## config.mk

```make
export PLATFORM = sky130hd
export DESIGN_NAME = pipe_ctrl
export DESIGN_NICKNAME = d
export VERILOG_FILES = /design/src/rtl/pipe_ctrl_pkg.sv /design/src/rtl/pipe_ctrl_hold_watchdog.sv /design/src/rtl/pipe_ctrl.sv
export SDC_FILE = /design/constraint.sdc
export NUM_CORES = 1
export LEC_CHECK = 0
export ABC_AREA = 0
export CORE_MARGIN = 5
export CORE_UTILIZATION = 42
export DETAILED_ROUTE_END_ITERATION = 6
export PLACE_DENSITY_LB_ADDON = 0.12
export SLEW_MARGIN = 5
export SYNTH_ARGS = -nofsm -noshare
export SYNTH_HDL_FRONTEND = slang
export SYNTH_SLANG_ARGS = --single-unit
```

## constraint.sdc

```tcl
create_clock -name clk -period 2.6 [get_ports clk]
set_clock_uncertainty 0.1 [all_clocks]
set_input_delay 0.26 -clock clk [delete_from_list [all_inputs] [get_ports clk]]
set_output_delay 0.26 -clock clk [all_outputs]
set_load 0.02 [all_outputs]
```

## src/rtl/pipe_ctrl_pkg.sv

```systemverilog
`default_nettype none
// ==========================================================================
// pipe_ctrl_pkg : shared types and constants for the pipeline control unit
// Revision 1.0
// ==========================================================================
package pipe_ctrl_pkg;

   typedef enum logic [0:0] {
      RUN       = 1'b0,
      IRQ_REDIR = 1'b1
   } state_e;

   localparam logic [31:0] IRQ_VEC_DEFAULT = 32'h0000_0100;
   // Encoding of addi x0,x0,0 loaded into stage registers on a flush.
   localparam logic [31:0] NOP_INSN        = 32'h0000_0013;

endpackage
`default_nettype wire

```

## src/rtl/pipe_ctrl_hold_watchdog.sv

```systemverilog
`default_nettype none
// ==========================================================================
// hold_watchdog : counts consecutive EX hold cycles, sticky timeout flag
// Revision 1.0
// ==========================================================================
module hold_watchdog #(
   parameter int MAX_HOLD = 64
) (
   input  logic clk,
   input  logic rst,
   input  logic ex_hold_i,
   output logic timeout_o
);

   localparam logic [7:0] C_MAX = 8'(MAX_HOLD);

   logic [7:0] hold_cnt_q, hold_cnt_d;
   logic       timeout_q, timeout_d;

   always_comb begin
      hold_cnt_d = 8'd0;
      if (ex_hold_i) begin
         hold_cnt_d = (hold_cnt_q == C_MAX) ? hold_cnt_q : hold_cnt_q + 8'd1;
      end
      // Sets on the very edge the counter lands on the limit.
      timeout_d = timeout_q | (hold_cnt_d == C_MAX);
   end

   always_ff @(posedge clk) begin
      if (rst) begin
         hold_cnt_q <= 8'd0;
         timeout_q  <= 1'b0;
      end else begin
         hold_cnt_q <= hold_cnt_d;
         timeout_q  <= timeout_d;
      end
   end

   assign timeout_o = timeout_q;

endmodule
`default_nettype wire

```

## src/rtl/pipe_ctrl.sv

```systemverilog
`default_nettype none
// ==========================================================================
// pipe_ctrl : 5-stage pipeline hold/flush/redirect arbitration, irq entry
// Revision 1.0
// ==========================================================================
module pipe_ctrl
   import pipe_ctrl_pkg::*;
#(
   parameter logic [31:0] IRQ_VEC  = IRQ_VEC_DEFAULT,
   parameter int          MAX_HOLD = 64,
   parameter int          CNT_W    = 32
) (
   input  logic             clk,
   input  logic             rst,
   input  logic             jump_flag_i,
   input  logic [31:0]      jump_addr_i,
   input  logic             ex_hold_i,
   input  logic             load_use_i,
   input  logic             bus_wait_i,
   input  logic             irq_i,
   output logic             hold_pc_o,
   output logic             hold_ifid_o,
   output logic             hold_idex_o,
   output logic             flush_ifid_o,
   output logic             flush_idex_o,
   output logic             jump_flag_o,
   output logic [31:0]      jump_addr_o,
   output logic             irq_ack_o,
   output logic             timeout_o,
   output logic [CNT_W-1:0] stall_cnt_o
);

   state_e           state_q, state_d;
   logic [CNT_W-1:0] stall_cnt_q, stall_cnt_d;

   always_ff @(posedge clk) begin
      if (rst) begin
         state_q     <= RUN;
         stall_cnt_q <= '0;
      end else begin
         state_q     <= state_d;
         stall_cnt_q <= stall_cnt_d;
      end
   end

   always_comb begin
      state_d      = state_q;
      hold_pc_o    = 1'b0;
      hold_ifid_o  = 1'b0;
      hold_idex_o  = 1'b0;
      flush_ifid_o = 1'b0;
      flush_idex_o = 1'b0;
      jump_flag_o  = 1'b0;
      jump_addr_o  = 32'd0;
      irq_ack_o    = 1'b0;

      // Outputs are quiet in reset so an aborted irq entry never acks.
      if (!rst) begin
         unique case (state_q)
            RUN: begin
               if (bus_wait_i || ex_hold_i) begin
                  hold_pc_o   = 1'b1;
                  hold_ifid_o = 1'b1;
                  hold_idex_o = 1'b1;
               end else if (jump_flag_i) begin
                  jump_flag_o  = 1'b1;
                  jump_addr_o  = jump_addr_i;
                  flush_ifid_o = 1'b1;
                  flush_idex_o = 1'b1;
               end else if (load_use_i) begin
                  hold_pc_o    = 1'b1;
                  hold_ifid_o  = 1'b1;
                  flush_idex_o = 1'b1;
               end else if (irq_i) begin
                  state_d = IRQ_REDIR;
               end
            end
            IRQ_REDIR: begin
               if (bus_wait_i || ex_hold_i) begin
                  hold_pc_o   = 1'b1;
                  hold_ifid_o = 1'b1;
                  hold_idex_o = 1'b1;
               end else begin
                  jump_flag_o  = 1'b1;
                  jump_addr_o  = IRQ_VEC;
                  flush_ifid_o = 1'b1;
                  flush_idex_o = 1'b1;
                  irq_ack_o    = 1'b1;
                  state_d      = RUN;
               end
            end
            default: state_d = RUN;
         endcase
      end

      stall_cnt_d = stall_cnt_q;
      if (hold_pc_o && !(&stall_cnt_q)) begin
         stall_cnt_d = stall_cnt_q + 1'b1;
      end
   end

   assign stall_cnt_o = stall_cnt_q;

   hold_watchdog #(
      .MAX_HOLD (MAX_HOLD)
   ) u_hold_watchdog (
      .clk       (clk),
      .rst       (rst),
      .ex_hold_i (ex_hold_i),
      .timeout_o (timeout_o)
   );

endmodule
`default_nettype wire

```

==> flow_metrics.tcl <==
set metrics [dict create \
    yosysWarnings 0 \
    netlist_instances 294 \
    seq_area_um2 841 \
    via_count 2538 \
    rsz0062_at_grt "no" \
    worst_slew_pin_slew_ns 0.928 \
    synthSimpleGateAreaFrac_pct 34.8 \
    place_congestion 0.874 \
    cts.htree.levels 2 \
    fin_hold_ws_ns 0.369 \
    crit_chain "clkdlybuf4s50_1 > nor2_1 > nand2_1 > nor3b_2 > buf_12 > and2_1 > clkdlybuf4s50_1" \
    arrival_ns 2.17 \
    synthXorXnorAreaFrac_pct 8.93 \
    fillers 477 \
    cts_tree "done" \
    synthMostInstantiatedCell "dfxtp_1" \
    grt_max_degree 32 \
    cap_viol_max_count 0 \
    cts_buffers 5 \
    synth_compound_area_share_pct 14.7 \
    clock_power_share_pct 32.0 \
    synth_top_family_by_area "simple AND/OR/NAND/NOR gates" \
    slew_headroom_pct 37.7 \
    drtAntennaViolNets 0 \
    power.switching_mw 0.292 \
    setup_violations 0 \
    start_util_pct 44.0 \
    first_global_vias 2339 \
    async_flop_share_pct 0 \
    syn_nets 336 \
    hold_viol 0 \
    rows 27 \
    placed_cell_area_mm2 0.00367 \
    leakage_nw 1.42 \
    firstDrtPassIters 4 \
    fmax_mhz 395 \
    multi_input_area_mm2 0.00149 \
    synth-edff-count 0 \
    final_nets 450 \
    seq_area_frac_synth_pct 34.3 \
    fin_crit_sh_pct 97.3 \
    cpMostUsedCell "clkdlybuf4s50_1" \
    drv_slew 0 \
    hold_path.class "reg2reg" \
    hold_buffers 0 \
    clkSinkCount 42 \
    powerDensity_mw_per_mm2 328 \
    drc 0 \
    overflow 0 \
    synth.cells.most_frequent "dfxtp_1 (42), and2_1 (34), nor2_1 (30), a21oi_1 (16), nand2_1 (16)" \
    synth_top_area_share_pct 34.3 \
    period_minus_slack_ns 2.53 \
    drt_iter0_markers 115 \
    die_area_mm2 0.00746 \
    clockRootBuffer "clkbuf_8" \
    dpl.cell_count 473 \
    synthTopCellsByArea "dfxtp_1 (34%), and2_1 (8.7%), xnor2_1 (5.0%)" \
    viasPerCell 5.29 \
    drt-total-wl_um 7260 \
    drive_above_1_share_pct 7.60 \
    p_sw_share_pct 23.8 \
    stdcell_area_mm2 0.00375 \
    fin_cells 480 \
    synthMuxAreaShare_pct 0.817 \
    crit_path_max_fanout 31 \
    numPortBuffers 110 \
    antenna_found_initial 0 \
    ir_worst_vdd_v 0.000327 \
    internal_power_mw 0.938 \
    crit_type "in2out" \
    seqPwrFrac_pct 53.4 \
    tns_ns 0 \
    coreArea_mm2 0.00557 \
    io_pins 111 \
    die_w_um 86.4 \
    startpoint_type "primary input" \
    worstPathRequired_ns 2.24 \
    wl_per_cell_um 15.1 \
    grtUsageTotal_pct 19.1 \
    combPwrFrac_pct 14.6 \
    yosysUniqueCellTypes 48 \
    syn_avg_cell_area_um2 8.34 \
    crit_path_end_kind "primary output" \
    critical-path-slowest-cell "clkdlybuf4s50_1" \
    cts_setup_buffers 0 \
    grt_pass1_wl_um 11600 \
    status "completed" \
    fp.dieH_um 86.4 \
    diodes 0 \
    clk_pin_slew_ns 0.07 \
    ys.flop_type "dfxtp_1" \
    place_hpwl_um 5690 \
    yosysTopAreaCell "dfxtp_1" \
    ys_ff_latch 42 \
    clk_path_buf_depth 2 \
    synth.cell_area_mm2 0.00245 \
    area_growth_pct 53.1 \
    clkLatencyLatePin_ns 0.29 \
    synth_fa_ha_area_share_pct 1.53 \
    max_stage_delay_ns 0.63 \
    finalPower_mw 1.23 \
]
-- logic make-up after synthesis --
logic type | Yosys count
buffers and inverters | 22
adder cells (fa/ha/maj) | 3
flip-flops | 42
AND/OR/NAND/NOR | 148
multiplexers | 2
AO/OA/AOI/OAI | 52
XOR/XNOR | 25
-- layer usage --
metal	GRT usage, %	routed length [um]	vias to the layer above
met5	0	0	-
met4	4.82	64	0
met2	33.0	3410	101
li1	-	-	1273
met3	4.94	580	6
met1	23.6	3210	1158
-- timing repair --
item	4_1_cts	5_1_grt
endpoints found under the hold margin	0	0
endpoints found under the setup margin	0	4
resized for setup	0	4
-- worst paths after layout --
path | from | end | slack [ns] | cells after the start
min reg2reg | u_hold_watchdog.timeout_o | u_hold_watchdog.timeout_o | 0.37 | 1
max reg2reg | stall_cnt_o[14] | stall_cnt_o[6] | 0.31 | 5
max | ex_hold_i | jump_addr_o[3] | 0.07 | 7
min | u_hold_watchdog.timeout_o | u_hold_watchdog.timeout_o | 0.37 | 1
-- critical path: cells and delay by family --
family	cells	cell delay, ns
buf+inv	3	1.26
simple gates	4	0.66
-- layout make-up --
type	instances	share of cell area (%)
Tap cell	72	2.40
Timing Repair Buffer	125	32.9
Multi-Input combinational cell	230	39.8
Inverter	4	0.400
Sequential cell	42	22.4
Clock buffer	7	2.03
-- stage by stage --
stage,worst slack [ns],util (%)
after detailed placement,0.0699,65.8
after global placement,0.0960,65.8
after global routing,0.000491,67.3
after CTS,0.0549,67.1
after floorplan,0.529,-
final,0.0695,67.3
-- layout by cell type (no fill, tap or decap), types with 2 or more instances in the layout --
cell type / instances
a211oi_1: 2
a21oi_1: 16
and2_1: 34
and3_1: 9
and4_1: 8
buf_4: 14
clkbuf_1: 2
clkbuf_8: 5
clkdlybuf4s50_1: 106
dfxtp_1: 42
dlymetal6s2s_1: 4
ha_1: 3
inv_1: 4
mux2i_1: 2
nand2_1: 16
nand3_1: 12
nand4_1: 9
nor2_1: 30
nor3_1: 7
nor4_1: 2
o2111ai_1: 3
o211ai_1: 3
o21ai_0: 11
o21ai_1: 4
or3_1: 11
or4_1: 2
xnor2_1: 14
xor2_1: 11
-- sequential cells by signal, indices dropped and copies added (netlist names) --
| name | flops |
|---|---|
| state_q | 1 |
| u_hold_watchdog.hold_cnt_q | 8 |
| u_hold_watchdog.timeout_o | 1 |
| stall_cnt_o | 32 |
-- power by group through the flow --
stage / clock network, mW / logic, mW / registers [mW]
after floorplan: 0 / 0.0699 / 0.675
after global placement: 0 / 0.180 / 0.671
after detailed placement: 0 / 0.181 / 0.671
after CTS: 0.406 / 0.182 / 0.656
after global routing: 0.432 / 0.192 / 0.658
final: 0.394 / 0.180 / 0.656
(Power assumes the default switching activity.)
